## config.mk

```make
export PLATFORM = sky130hd
export DESIGN_NAME = rr_lock_arbiter
export DESIGN_NICKNAME = d
export VERILOG_FILES = /design/src/rtl/rr_lock_arbiter_pkg.sv /design/src/rtl/prio_arbiter_msb_to_lsb.sv /design/src/rtl/rr_lock_arbiter.sv
export SDC_FILE = /design/constraint.sdc
export NUM_CORES = 1
export LEC_CHECK = 0
export BUFFER_PORTS_ARGS = -buffer_cell sky130_fd_sc_hd__buf_4
export CORE_AREA = 2 2 41 43
export DETAILED_ROUTE_END_ITERATION = 8
export DIE_AREA = 0 0 43 45
export GPL_TIMING_DRIVEN = 0
export MAX_ROUTING_LAYER = met4
export PLACE_DENSITY = 0.66
export SYNTH_ARGS = -nofsm -noshare
export SYNTH_HDL_FRONTEND = slang
export SYNTH_SLANG_ARGS = --single-unit
```

## constraint.sdc

```tcl
create_clock -name clk -period 2.2 [get_ports clk]
set_input_delay 0.33 -clock clk [delete_from_list [all_inputs] [get_ports clk]]
set_output_delay 0.33 -clock clk [all_outputs]
set_load 0.02 [all_outputs]
```

## src/rtl/rr_lock_arbiter_pkg.sv

```systemverilog
// rtl/rr_lock_arbiter_pkg.sv - shared types and helpers for the round-robin locking arbiter
//
// Contents:
//   arb_state_e      arbiter FSM state (IDLE: no owner, GRANT: resource locked to one requester)
//   MAX_REQ          widest request vector onehot_to_idx() accepts
//   onehot_to_idx()  index of the set bit in a one-hot vector (0 when the vector is empty)

package rr_lock_arbiter_pkg;

    typedef enum logic {
        IDLE  = 1'b0,
        GRANT = 1'b1
    } arb_state_e;

    localparam int unsigned MAX_REQ = 32;

    function automatic int unsigned onehot_to_idx(input logic [MAX_REQ-1:0] oh);
        int unsigned idx;
        idx = 0;
        for (int i = 0; i < MAX_REQ; i++) begin
            if (oh[i]) begin
                idx = unsigned'(i);
            end
        end
        return idx;
    endfunction

endpackage

```

## src/rtl/prio_arbiter_msb_to_lsb.sv

```systemverilog
// rtl/prio_arbiter_msb_to_lsb.sv - combinational fixed-priority picker, highest index wins
//
// Ports:
//   req  in   SIZE  request vector
//   gnt  out  SIZE  one-hot of the highest set bit of req; 0 when req is 0

module prio_arbiter_msb_to_lsb #(
    parameter int SIZE = 4
) (
    input  logic [SIZE-1:0] req,
    output logic [SIZE-1:0] gnt
);

    // Ascending scan: each later (higher) set bit overrides any earlier pick.
    always_comb begin
        gnt = '0;
        for (int i = 0; i < SIZE; i++) begin
            if (req[i]) begin
                gnt    = '0;
                gnt[i] = 1'b1;
            end
        end
    end

endmodule

```

## src/rtl/rr_lock_arbiter.sv

```systemverilog
// rtl/rr_lock_arbiter.sv - round-robin packet-locking arbiter for one shared beat-based resource
//
// Parameters:
//   SIZE        number of requesters (>= 2, <= 32)
//   MAX_HOLD    beats allowed per grant before a forced release; 0 = unlimited
// Ports:
//   clk         in   1             clock, posedge
//   rst_n       in   1             synchronous active-low reset
//   req         in   SIZE          requester i has a pending beat
//   last        in   SIZE          requester i's current beat ends its packet
//   rsrc_ready  in   1             resource accepts a beat this cycle
//   gnt         out  SIZE          registered one-hot grant, 0 when idle
//   gnt_id      out  log2(SIZE)    index of the granted requester, 0 when idle
//   gnt_valid   out  1             a grant is active
//   xfer        out  1             a beat moves this cycle

module rr_lock_arbiter
    import rr_lock_arbiter_pkg::*;
#(
    parameter int SIZE     = 4,
    parameter int MAX_HOLD = 0
) (
    input  logic                    clk,
    input  logic                    rst_n,
    input  logic [SIZE-1:0]         req,
    input  logic [SIZE-1:0]         last,
    input  logic                    rsrc_ready,
    output logic [SIZE-1:0]         gnt,
    output logic [$clog2(SIZE)-1:0] gnt_id,
    output logic                    gnt_valid,
    output logic                    xfer
);

    localparam int IDW = $clog2(SIZE);
    localparam int BCW = (MAX_HOLD == 0) ? 1 : $clog2(MAX_HOLD + 1);
    localparam logic [BCW-1:0] HOLD_LAST = (MAX_HOLD == 0) ? '0 : BCW'(MAX_HOLD - 1);

    arb_state_e       state_q, state_d;
    logic [SIZE-1:0]  gnt_q, gnt_d;
    logic [IDW-1:0]   gnt_id_q, gnt_id_d;
    logic             gnt_valid_q, gnt_valid_d;
    logic [IDW-1:0]   ptr_q, ptr_d;
    logic [BCW-1:0]   beat_cnt_q, beat_cnt_d;

    logic [SIZE-1:0]  mask;
    logic [SIZE-1:0]  req_m;
    logic [SIZE-1:0]  cand_m;
    logic [SIZE-1:0]  cand_u;
    logic [SIZE-1:0]  winner;
    logic [IDW-1:0]   winner_id;
    logic             req_g;
    logic             last_g;
    logic             hold_hit;
    logic             release_now;

    // Only indices below the last released owner are eligible first, so the
    // search resumes at ptr-1 and descends; falling back to the unmasked pick
    // is the wrap to SIZE-1.
    always_comb begin
        mask = '0;
        for (int i = 0; i < SIZE; i++) begin
            mask[i] = (IDW'(i) < ptr_q);
        end
    end

    assign req_m = req & mask;

    prio_arbiter_msb_to_lsb #(.SIZE(SIZE)) u_prio_masked (
        .req (req_m),
        .gnt (cand_m)
    );

    prio_arbiter_msb_to_lsb #(.SIZE(SIZE)) u_prio_unmasked (
        .req (req),
        .gnt (cand_u)
    );

    assign winner    = (|req_m) ? cand_m : cand_u;
    assign winner_id = IDW'(onehot_to_idx(MAX_REQ'(winner)));

    assign req_g  = req[gnt_id_q];
    assign last_g = last[gnt_id_q];
    assign xfer   = gnt_valid_q & rsrc_ready & req_g;

    assign hold_hit    = (MAX_HOLD != 0) && (beat_cnt_q == HOLD_LAST);
    // End of packet, hold limit reached, or owner dropped its request.
    assign release_now = (xfer & last_g) | (xfer & hold_hit) | ~req_g;

    always_comb begin
        state_d     = state_q;
        gnt_d       = gnt_q;
        gnt_id_d    = gnt_id_q;
        gnt_valid_d = gnt_valid_q;
        ptr_d       = ptr_q;
        beat_cnt_d  = beat_cnt_q;
        case (state_q)
            IDLE: begin
                if (|req) begin
                    state_d     = GRANT;
                    gnt_d       = winner;
                    gnt_id_d    = winner_id;
                    gnt_valid_d = 1'b1;
                    beat_cnt_d  = '0;
                end
            end
            GRANT: begin
                if (release_now) begin
                    state_d     = IDLE;
                    gnt_d       = '0;
                    gnt_id_d    = '0;
                    gnt_valid_d = 1'b0;
                    ptr_d       = gnt_id_q;
                end else if (xfer && (beat_cnt_q != '1)) begin
                    // Saturates when unlimited so a long packet never wraps it.
                    beat_cnt_d = beat_cnt_q + 1'b1;
                end
            end
            default: begin
                state_d = IDLE;
            end
        endcase
    end

    always_ff @(posedge clk) begin
        if (!rst_n) begin
            state_q     <= IDLE;
            gnt_q       <= '0;
            gnt_id_q    <= '0;
            gnt_valid_q <= 1'b0;
            ptr_q       <= '0;
            beat_cnt_q  <= '0;
        end else begin
            state_q     <= state_d;
            gnt_q       <= gnt_d;
            gnt_id_q    <= gnt_id_d;
            gnt_valid_q <= gnt_valid_d;
            ptr_q       <= ptr_d;
            beat_cnt_q  <= beat_cnt_d;
        end
    end

    assign gnt       = gnt_q;
    assign gnt_id    = gnt_id_q;
    assign gnt_valid = gnt_valid_q;

    a_gnt_onehot0: assert property (@(posedge clk) disable iff (!rst_n) $onehot0(gnt));
    a_gnt_valid:   assert property (@(posedge clk) disable iff (!rst_n) gnt_valid == (|gnt));
    a_gnt_id:      assert property (@(posedge clk) disable iff (!rst_n)
                                    gnt == (SIZE'(gnt_valid) << gnt_id));

endmodule
```

* Yosys cells after proc, flatten, opt, wreduce, memory -nomap -nowiden
Cells that the tools add are included.
Storage, ports and cells: output and inout port bits 8, logic and storage cells 51, ROM bits 0, memory bits (writable) 0, memories 0, bits of input ports 11, latch bits 0, flip-flop bits (word level) 10
Cells by class: shift-type cells 0, order comparisons 5, multipliers 0, bitwise operators 7, multiplexer cells 28, add/sub/neg operators 0, div/mod/pow operators 0, equal/unequal tests 2, reduce and logical (&&, ||, !) cells 4
Operator list (count):
- $mux W4 | 5
- $mux W2 | 6
- $mux W1 | 9
- $pmux W4 S2 | 1
- $reduce_or A4 Y1 | 2
- $mux W3 | 2
- $and A4 B4 Y4 | 1
- $bmux W1 S2 | 2
- $lt A1 B2 Y1 const A | 2
- $lt A2 B2 Y1 const A | 2
- $pmux W1 S2 | 2
- $pmux W2 S2 | 1
- $reduce_and A2 Y1 | 2
- $and A1 B1 Y1 | 3
- $lt A2 B3 Y1 const B | 1
- $ne A2 B1 Y1 const B | 1
- $ne A2 B2 Y1 const B | 1
- $not A1 Y1 | 2
- $or A1 B1 Y1 | 1

* Longest topological paths before layout
Gate-level depths: netlist of run 1.
depth in word-level cells 12, gate-level depth with buffers 6, gate-level depth less buffers 5

* Cells and area by module
From an unflattened synthesis of run 1, not the netlist that was laid out.
Unflattened totals: cells, all modules 80, area, all modules 685.7 µm²
Modules (own cells, without submodules):
- rr_lock_arbiter | cells each 72, area an instance 613.1 µm², times used 1, sequential area each 200.2 µm²
- prio_arbiter_msb_to_lsb | cells each 4, area an instance 36.3 µm², times used 2, sequential area each 0.0 µm²

* Least setup slack after synthesis of run 1
Ideal clock, no wire load.
path kind register to output, from register gnt_id_q[0], in the netlist gnt_id[0], to output xfer, slack 518 ps, arrival time 1352 ps, cell stages (with the launch flop) 4, required time 1870 ps, buffers on the path 1, cells stage by stage dfxtp_1 > buf_6 > mux4_2 > and3_1
Between the ends: longest elaborated chain between the ends 3
Ends and longest elaborated chain:
- start: declaration | RTL line rr_lock_arbiter.sv:40 | logic [IDW-1:0] gnt_id_q, gnt_id_d;
- start signal: assignment | RTL line rr_lock_arbiter.sv:135 | gnt_id_q <= gnt_id_d;
- $bmux W1 S2 | RTL line rr_lock_arbiter.sv:81 | assign req_g = req[gnt_id_q];
- $mux W1 (implied by the code) | RTL line rr_lock_arbiter.sv:81
- $and A1 B1 Y1 | RTL line rr_lock_arbiter.sv:83 | assign xfer = gnt_valid_q & rsrc_ready & req_g;
- end: declaration | RTL line rr_lock_arbiter.sv:31 | output logic xfer
No other way between the ends. The select of a mux whose other input is x is not followed.

* Final worst setup path of run 1
Ends and elaborated chain as after synthesis.

==> flow_summary.ini, run 1 <==
[global_route]
track_usage = 0.151
grt_pass1_vias = 519
antenna_found_initial = 0
grt_start_max_net_pins = 10
grt_pass1_wl_mm = 2.12
globalRouteOverflowTotal = 0

[die]
fp.dieW_um = 43
rows = 14
coreArea_mm2 = 0.00147
die_h_um = 45
boundaryPins = 19
initial_core_util = 0.359
die_area_mm2 = 0.00194

[routing]
antenna_left = 0
drtIter0Drc = 8
firstDrtPassIters = 2
wl_mm = 1.28
viasPerCell = 5.23
post_drt_wl_per_cell_um = 12.4
dr_total_vias = 539
drc = 0

[synth]
async_flop_share = 0
synth_ff_type = dfxtp_1
syn-cell-area_um2 = 528
synth_area_leaders = dfxtp_1, nand2_1, a21oi_1, o21ai_0, mux4_2
synthesis.nets = 76
synth_top_cell_area_share = 0.379
ys_seq_elements = 10
yosysUniqueCellTypes = 21
syn_area_per_cell_um2 = 8.12
synth_top_area_cell = dfxtp_1
syn-instance-count = 65
synth-edff-count = 0
yosys_warnings = 0
ys_seq_area_frac = 0.379

[hold_path]
min_to = gnt_valid
hp-start = rst_n
hold_path_depth = 3
hp-class = in2reg

[setup_path]
critPathLaunchType = register
worstSetupPathType = reg2out
r2r_setup_slack_ns = 0.61
crit_buf_inv = 2
path_max_fanout = 5
reg2reg_depth = 6
cp.arrival_ns = 1.61
cp_slowest_cell = mux4_2
startpoint = gnt_id[0]
cp-end-kind = output port
reg2reg_to = state_q
required_ns = 1.87
r2r-start = gnt_id[0]
critPathTopFamily = multiplexers
max_stage_delay_ns = 0.53
worstPathCellList = buf_6 -> mux4_2 -> and3_1 -> buf_4

[timing]
rsz0062_at_grt = no
finalSetupViolations = 0
slew_headroom = 0.711
fin_crit_sh = 0.882
drv_slew = 0
fin_setup_tns_ns = 0
finClkSkew_ns = 0.00366
tightest_slew_ns = 0.430
layout_setup_ws_ns = 0.260
max_freq_ghz = 0.515
min_period_ns = 1.94
hold_viol = 0

[status]
outcome = finished clean

[finish]
drive_gt1_frac = 0.299
n_fill_cell = 164
nNetsFinal = 99
post-route-util = 0.489
area_growth_syn_to_layout_pct = 36.3
seqCellArea_um2 = 200
multiInputGateArea_um2 = 302
n_antenna_cell = 0

[placement]
portBuffers = 18
dp_hpwl_um = 979
gp_congestion = 0.745
pre_cts_slack_ns = 0.548

[clocking]
cts_buffer_depth = 2
cts-root-buf = clkbuf_4
clk_pin_slew_ns = 0.07
cts_resized = 0
cts_inserted_buffers = 3
clk_latency_ns = 0.27
cts_tree = done
cts.sinks = 10
hold_buffers = 0
h-tree-depth = 1
cts_post_setup_buffers_inserted = 0

[pwr]
power.density_mw_per_mm2 = 688
p_leak_uw = 0.000291
irDropWorstVdd_mv = 0.450
finalPower_uw = 495

[flow_run]
maxCapViolCount = 0
## cells by family after synthesis
| logic type | after synthesis | share of synthesized area |
|---|---|---|
| simple gates | 25 | 0.209 |
| compound gates | 22 | 0.282 |
| flops | 10 | 0.379 |
| buf+inv | 5 | 0.0498 |
| mux | 3 | 0.0806 |
## flip-flops by register name, indices dropped and copies added, names as in the netlist
| register | flops |
|---|---|
| ptr_q | 2 |
| state_q | 1 |
| gnt_id | 2 |
| gnt | 4 |
| gnt_valid | 1 |
## cells in the final DEF, fill, tap and decap left out, drive strengths merged
| cell | count |
|---|---|
| clkbuf | 5 |
| mux2i | 2 |
| buf | 19 |
| a31oi | 2 |
| o21ai | 7 |
| dfxtp | 10 |
| nor2b | 1 |
| nand3b | 1 |
| a21oi | 8 |
| o221ai | 1 |
| o2111ai | 2 |
| and3 | 1 |
| nand2 | 11 |
| nor2 | 6 |
| a32oi | 1 |
| nand3 | 4 |
| o22a | 1 |
| mux4 | 1 |
| inv | 3 |
| nor4 | 1 |
## worst max-delay path by stage
| stage | to | slack, ns | depth (start not counted) |
|---|---|---|---|
| final | xfer | 0.26 | 4 |
| after global routing | xfer | 0.20 | 4 |
| after CTS | xfer | 0.25 | 4 |
| after detailed placement | xfer | 0.55 | 4 |
| after global placement | xfer | 0.55 | 4 |
| after floorplan | xfer | 0.52 | 3 |
## worst reg2reg max path, stage by stage, from the launching register on
cell and delay [ns]:
dfxtp_1 0.34, buf_6 0.13, mux4_2 0.53, o221ai_2 0.14, nand2_1 0.15, nand2_1 0.12
a21oi_1 0.05
## Yosys cell counts (2+ instances only)
| cell | instances |
|---|---|
| mux2i_1 | 2 |
| a21oi_1 | 8 |
| nor2_1 | 6 |
| inv_1 | 3 |
| nand2_1 | 11 |
| a31oi_1 | 2 |
| o21ai_0 | 6 |
| o2111ai_1 | 2 |
| dfxtp_1 | 10 |
| nand3_1 | 4 |
## report_power, final
| part | leakage [uW] | switching (uW) | total [uW] | internal, uW |
|---|---|---|---|---|
| Sequential | 0.0000822 | 12.2 | 207 | 194 |
| Combinational | 0.000188 | 66.8 | 121 | 54.5 |
| Clock | 0.0000210 | 66.5 | 167 | 100 |
| Total | 0.000291 | 145 | 495 | 349 |
## area by class of cell
cell class | instances | share of cell area
Buffer | 2 | 0.0209
Clock buffer | 4 | 0.0504
Inverter | 3 | 0.0157
Multi-Input combinational cell | 50 | 0.419
Sequential cell | 10 | 0.278
Tap cell | 16 | 0.0278
Timing Repair Buffer | 18 | 0.188
## through the flow
| step | cell area, um2 | instances | hold WS (ns) |
|---|---|---|---|
| 6_report | 719 | 103 | 0.337 |
| 2_1_floorplan | 528 | 65 | 0.470 |
| 5_1_grt | 719 | 103 | 0.344 |
| 4_1_cts | 719 | 103 | 0.331 |
| 3_3_place_gp | 683 | 99 | 0.448 |
| 3_5_place_dp | 683 | 99 | 0.453 |
## layer usage
layer,track usage,part of all wire,vias up
met5,-,0,-
met4,0.0182,0,0
met3,0.0720,0.073,0
met2,0.270,0.47,15
met1,0.157,0.46,243
li1,-,-,281
(Power assumes the default switching activity.)
==> inputs of run 2 (changes only) <==
Settings changed: CORE_AREA 2 2 41 43 to 2 2 46 48, DIE_AREA 0 0 43 45 to 0 0 48 50, PLACE_DENSITY 0.66 to 0.64, SYNTH_HIERARCHICAL set to 1.
==> run 2 against run 1 <==
  * Clock skew decreased by 0.00091 ns
  * Global-route usage up 0.053 points
  * Wire length increased by 22%
  * Register-to-register slack lost 0.14 ns
  * Setup slack lost 0.024 ns
  * Fmax down 1.2%
  * Final cell count increased by 28%
  * Critical path type unchanged
  * Largest cell class unchanged
==> flow_summary.ini, run 2 <==
[status]
outcome = finished clean

[pwr]
p_leak_uw = 0.000367
power.density_mw_per_mm2 = 598
irDropWorstVdd_mv = 0.365

[synth]
synth_ff_type = dfxtp_1
synth_area_leaders = dfxtp_1, mux2i_1, nand2_1, nor2b_1, nor4b_2
syn-cell-area_um2 = 686
ys_seq_elements = 10
ys_seq_area_frac = 0.292
syn_area_per_cell_um2 = 8.57
synth_top_area_cell = dfxtp_1
synth_top_cell_area_share = 0.292
synth_most_common_cell = dfxtp_1
synth_common_cells = dfxtp_1, nand2_1, mux2i_1
yosys_warnings = 6
yosysUniqueCellTypes = 30
syn-instance-count = 80
async_flop_share = 0
synth-edff-count = 0

[timing]
fin_hold_ws_ns = 0.342
min_period_ns = 1.96
fin_crit_sh = 0.893
fin_setup_tns_ns = 0
rsz0062_at_grt = no
drv_slew = 0
finalSetupViolations = 0
max_freq_ghz = 0.509
hold_viol = 0
finClkSkew_ns = 0.00275

[global_route]
grt-busiest-layer = met2
grt_start_max_net_pins = 11
gr-usage-met2 = 0.233
track_usage = 0.151
antenna_found_initial = 0
globalRouteOverflowTotal = 0
global_route.usage.met3 = 0.0549
grt_pass1_wl_mm = 2.51
grt_pass1_vias = 597
met1_usage = 0.169

[setup_path]
cp_slowest_cell = mux4_2
max_stage_delay_ns = 0.51
worstSetupPathType = reg2out
cp.arrival_ns = 1.63
worstPathCellList = buf_6 -> mux4_2 -> and3_2 -> buf_4
critPathTopFamily = multiplexers
crit_buf_inv = 2
startpoint = gnt_id[0]
r2r-start = gnt_id[0]
path_max_fanout = 5
required_ns = 1.87
cp-end-kind = output port
critPathLaunchType = register

[finish]
finalInstanceArea_um2 = 902
fin_cells = 132
n_fill_cell = 207
n_antenna_cell = 0
nNetsFinal = 117
layout_commonest_cell = buf_4
final_cell_mix = buf_4, dfxtp_1, nand2_1, mux2i_1, nor2b_1
area_growth_syn_to_layout_pct = 31.6
drive_gt1_frac = 0.324
post-route-util = 0.474
largest_reg_flops = 4

[clocking]
cts_tree = done
h-tree-depth = 1
clk_pin_slew_ns = 0.07
cts_inserted_buffers = 3
clk_latency_ns = 0.27
cts_buffer_depth = 2
cts_post_setup_buffers_inserted = 0
cts-root-buf = clkbuf_4
cts.sinks = 10
hold_buffers = 0
cts_resized = 0

[die]
boundaryPins = 19
die_h_um = 50
fp.dieW_um = 48
rows = 16
initial_core_util = 0.361
die_area_mm2 = 0.00240
coreArea_mm2 = 0.00190

[hold_path]
hp-class = in2reg
hp-start = rst_n

[placement]
gp_congestion = 0.750
placedCellCount = 128
portBuffers = 18
dp_hpwl_mm = 1.19
dpl_cell_area_um2 = 866

[routing]
firstDrtPassIters = 4
wl_mm = 1.56
drc = 0
post_drt_wl_per_cell_um = 11.8
viasPerCell = 5.03
antenna_left = 0
drtIter0Drc = 4
dr_total_vias = 664

[flow_run]
maxCapViolCount = 0
==> run 2: cell types whose count changed after synthesis, moves of 3 or more <==
cell and change:
nand4_1 +3, mux2i_1 +5, nor2b_1 +4, o21ai_0 -3
a21oi_1 -6
==> run 2: area by class of cell <==
type                    instances  area (um2)  area share
plain buffers                   6        45.0      0.0499
clock buffers                   4        36.3      0.0402
inverters                       3        11.3      0.0125
multi-input cells              64         440       0.488
flip-flops and latches         10         200       0.222
well taps                      27        33.8      0.0374
repair buffers                 18         135       0.150
==> run 2: final timing paths <==
check | end | slack (ns) | cells past startpoint
max | xfer | 0.24 | 4
min | gnt[1] | 0.34 | 3
max reg2reg | gnt[3] | 0.47 | 7
min reg2reg | gnt[1] | 0.46 | 2
==> run 2: worst register-to-register path, delay by kind of cell, from the launching register on <==
kind	cells	cell delay [ns]
buffers and inverters	2	0.26
AND/OR/NAND/NOR	1	0.13
AO/OA/AOI/OAI	2	0.27
flip-flops	1	0.35
multiplexers	2	0.67
==> run 2: report_power, final <==
| part | internal, uW | switching (uW) | total, uW |
|---|---|---|---|
| registers | 196 | 12.0 | 208 |
| logic | 79.0 | 83.2 | 162 |
| clock network | 101 | 68.9 | 170 |
| total | 375 | 164 | 539 |
==> run 2: per-layer routing <==
layer | wire length, um | share of wire
met2 | 754 | 0.48
met4 | 9 | 0.0058
met1 | 707 | 0.45
met3 | 84 | 0.054
met5 | 0 | 0
==> run 2: kinds of logic (layout without fill, tap and decap cells) <==
family,count (synthesis),in the layout,synth area share
AO/OA/AOI/OAI,14,14,0.148
buffers and inverters,9,31,0.0821
flip-flops,10,10,0.292
multiplexers,9,9,0.151
other,1,4,0.00547
AND/OR/NAND/NOR,37,37,0.321
==> run 2: metrics by stage <==
| step | worst slack (ns) | power (uW) |
|---|---|---|
| CTS | 0.223 | 544 |
| floorplan | 0.419 | 318 |
| finish | 0.236 | 539 |
| detailed placement | 0.412 | 374 |
| global route | 0.170 | 570 |
| global placement | 0.437 | 372 |
==> inputs of run 3 (changes only) <==
Settings changed: REMOVE_ABC_BUFFERS set to 1.
==> run 3 against run 2 <==
  * Non-clock buffer count shrank 6
  * Cell area shrank 5.0%
  * Global-route usage shrank 1.3 points
  * Sequential share of layout area grew 1.2 points
  * Sequential cell count is the same
  * Die area is the same
  * Clock power shrank 3%
==> flow_summary.ini, run 3 (synthesized netlist as in run 2, its figures left out) <==
[timing]
rsz0062_at_grt = no
finalSetupViolations = 0
finClkSkew_ns = 0.00330
layout_setup_ws_ns = 0.178
max_freq_ghz = 0.495
min_period_ns = 2.02
hold_viol = 0
drv_slew = 0
fin_setup_tns_ns = 0
fin_crit_sh = 0.919

[clocking]
cts_buffer_depth = 2
cts-root-buf = clkbuf_4
cts_resized = 0
clk_pin_slew_ns = 0.07
clk_latency_ns = 0.27
cts.sinks = 10
cts_inserted_buffers = 3
cts_tree = done
hold_buffers = 0
cts_post_setup_buffers_inserted = 0
h-tree-depth = 1

[hold_path]
min_to = gnt_id[0]
hp-start = rst_n
hp-class = in2reg
hold_path_depth = 2

[global_route]
grt_pass1_vias = 553
track_usage = 0.139
grt_start_max_net_pins = 14
antenna_found_initial = 0
globalRouteOverflowTotal = 0
grt_pass1_wl_mm = 2.35

[finish]
n_antenna_cell = 0
final_cell_mix = buf_4, dfxtp_1, nand2_1, mux2i_1, nor2b_1
multiInputGateArea_um2 = 440
area_growth_syn_to_layout_pct = 25.0
largest_reg_flops = 4
n_fill_cell = 190
nNetsFinal = 111
layout_commonest_cell = buf_4
finalInstanceArea_um2 = 857
post-route-util = 0.451
seqCellArea_um2 = 200
drive_gt1_frac = 0.303

[die]
initial_core_util = 0.361
rows = 16
coreArea_mm2 = 0.00190
die_area_mm2 = 0.00240
fp.dieW_um = 48
boundaryPins = 19
die_h_um = 50

[setup_path]
reg2reg_depth = 5
max_stage_delay_ns = 0.57
worstSetupPathType = reg2out
critPathTopFamily = multiplexers
cp-end-kind = output port
required_ns = 1.87
critPathLaunchType = register
r2r_setup_slack_ns = 0.33
cp.depth = 3
cp_slowest_cell = mux4_2
crit_buf_inv = 1
worstPathCellList = mux4_2 -> and3_2 -> buf_4
path_max_fanout = 6
cp.arrival_ns = 1.69
r2r-start = gnt_id[0]
reg2reg_to = gnt[3]

[routing]
firstDrtPassIters = 4
met3_length_um = 74
viasPerCell = 4.96
drc = 0
met1_length_um = 664
met2WireLength_um = 675
wl_mm = 1.43
top_layer = met4
dr_total_vias = 625
drtIter0Drc = 7
post_drt_wl_per_cell_um = 11.3
antenna_left = 0

[status]
outcome = finished clean

[pwr]
switching_share = 0.299
irDropWorstVdd_mv = 0.311
internal_power_uw = 362
power.density_mw_per_mm2 = 603
power_frac_seq = 0.416
power_switching_uw = 155
clockPowerShare = 0.318
pwr-share-comb = 0.266
p_leak_uw = 0.000343

[placement]
portBuffers = 18
dp_hpwl_mm = 1.13
pre_cts_slack_ns = 0.341
gp_congestion = 0.745
dpl_cell_area_um2 = 821

[flow_run]
maxCapViolCount = 0
==> run 3: cell count changes in the layout (fill, tap and decap cells not counted) <==
cell	before	now
buf_4	20	18
buf_6	2	0
clkbuf_1	2	0
==> run 3: layout make-up <==
| class | count | area share |
|---|---|---|
| sequential | 10 | 0.234 |
| tap | 27 | 0.0394 |
| inverter | 3 | 0.0131 |
| clock buffer | 4 | 0.0423 |
| timing repair buffer | 18 | 0.158 |
| multi-input combinational | 64 | 0.514 |
==> run 3: how the worst max path moves through the flow <==
stage	slack, ns	to	start
2_1_floorplan	0.37	gnt[3]	gnt_id[0]
3_3_place_gp	0.34	gnt_id[0]	gnt_id[0]
3_5_place_dp	0.34	gnt_id[0]	gnt_id[0]
4_1_cts	0.18	xfer	gnt_id[0]
5_1_grt	0.10	xfer	gnt_id[0]
6_report	0.18	xfer	gnt_id[0]
==> run 3: metrics by stage <==
| stage | std cells | hold WS, ns | total power, uW |
|---|---|---|---|
| final | 126 | 0.368 | 517 |
| after floorplan | 77 | 0.452 | 301 |
| after detailed placement | 122 | 0.461 | 357 |
| after CTS | 126 | 0.365 | 523 |
| after global placement | 122 | 0.452 | 355 |
| after global routing | 126 | 0.368 | 547 |
==> run 3: routing by layer <==
| metal | global-route usage | vias up |
|---|---|---|
| met5 | - | - |
| met4 | 0.0405 | 0 |
| met3 | 0.0440 | 2 |
| met2 | 0.196 | 12 |
| met1 | 0.188 | 292 |
| li1 | - | 319 |
==> run 3: power groups by stage <==
stage	Clock, uW	Combinational [uW]	Sequential [uW]
6_report	165	137	215
3_3_place_gp	0	137	219
4_1_cts	170	138	215
3_5_place_dp	0	138	219
5_1_grt	178	150	219
2_1_floorplan	0	73.2	228
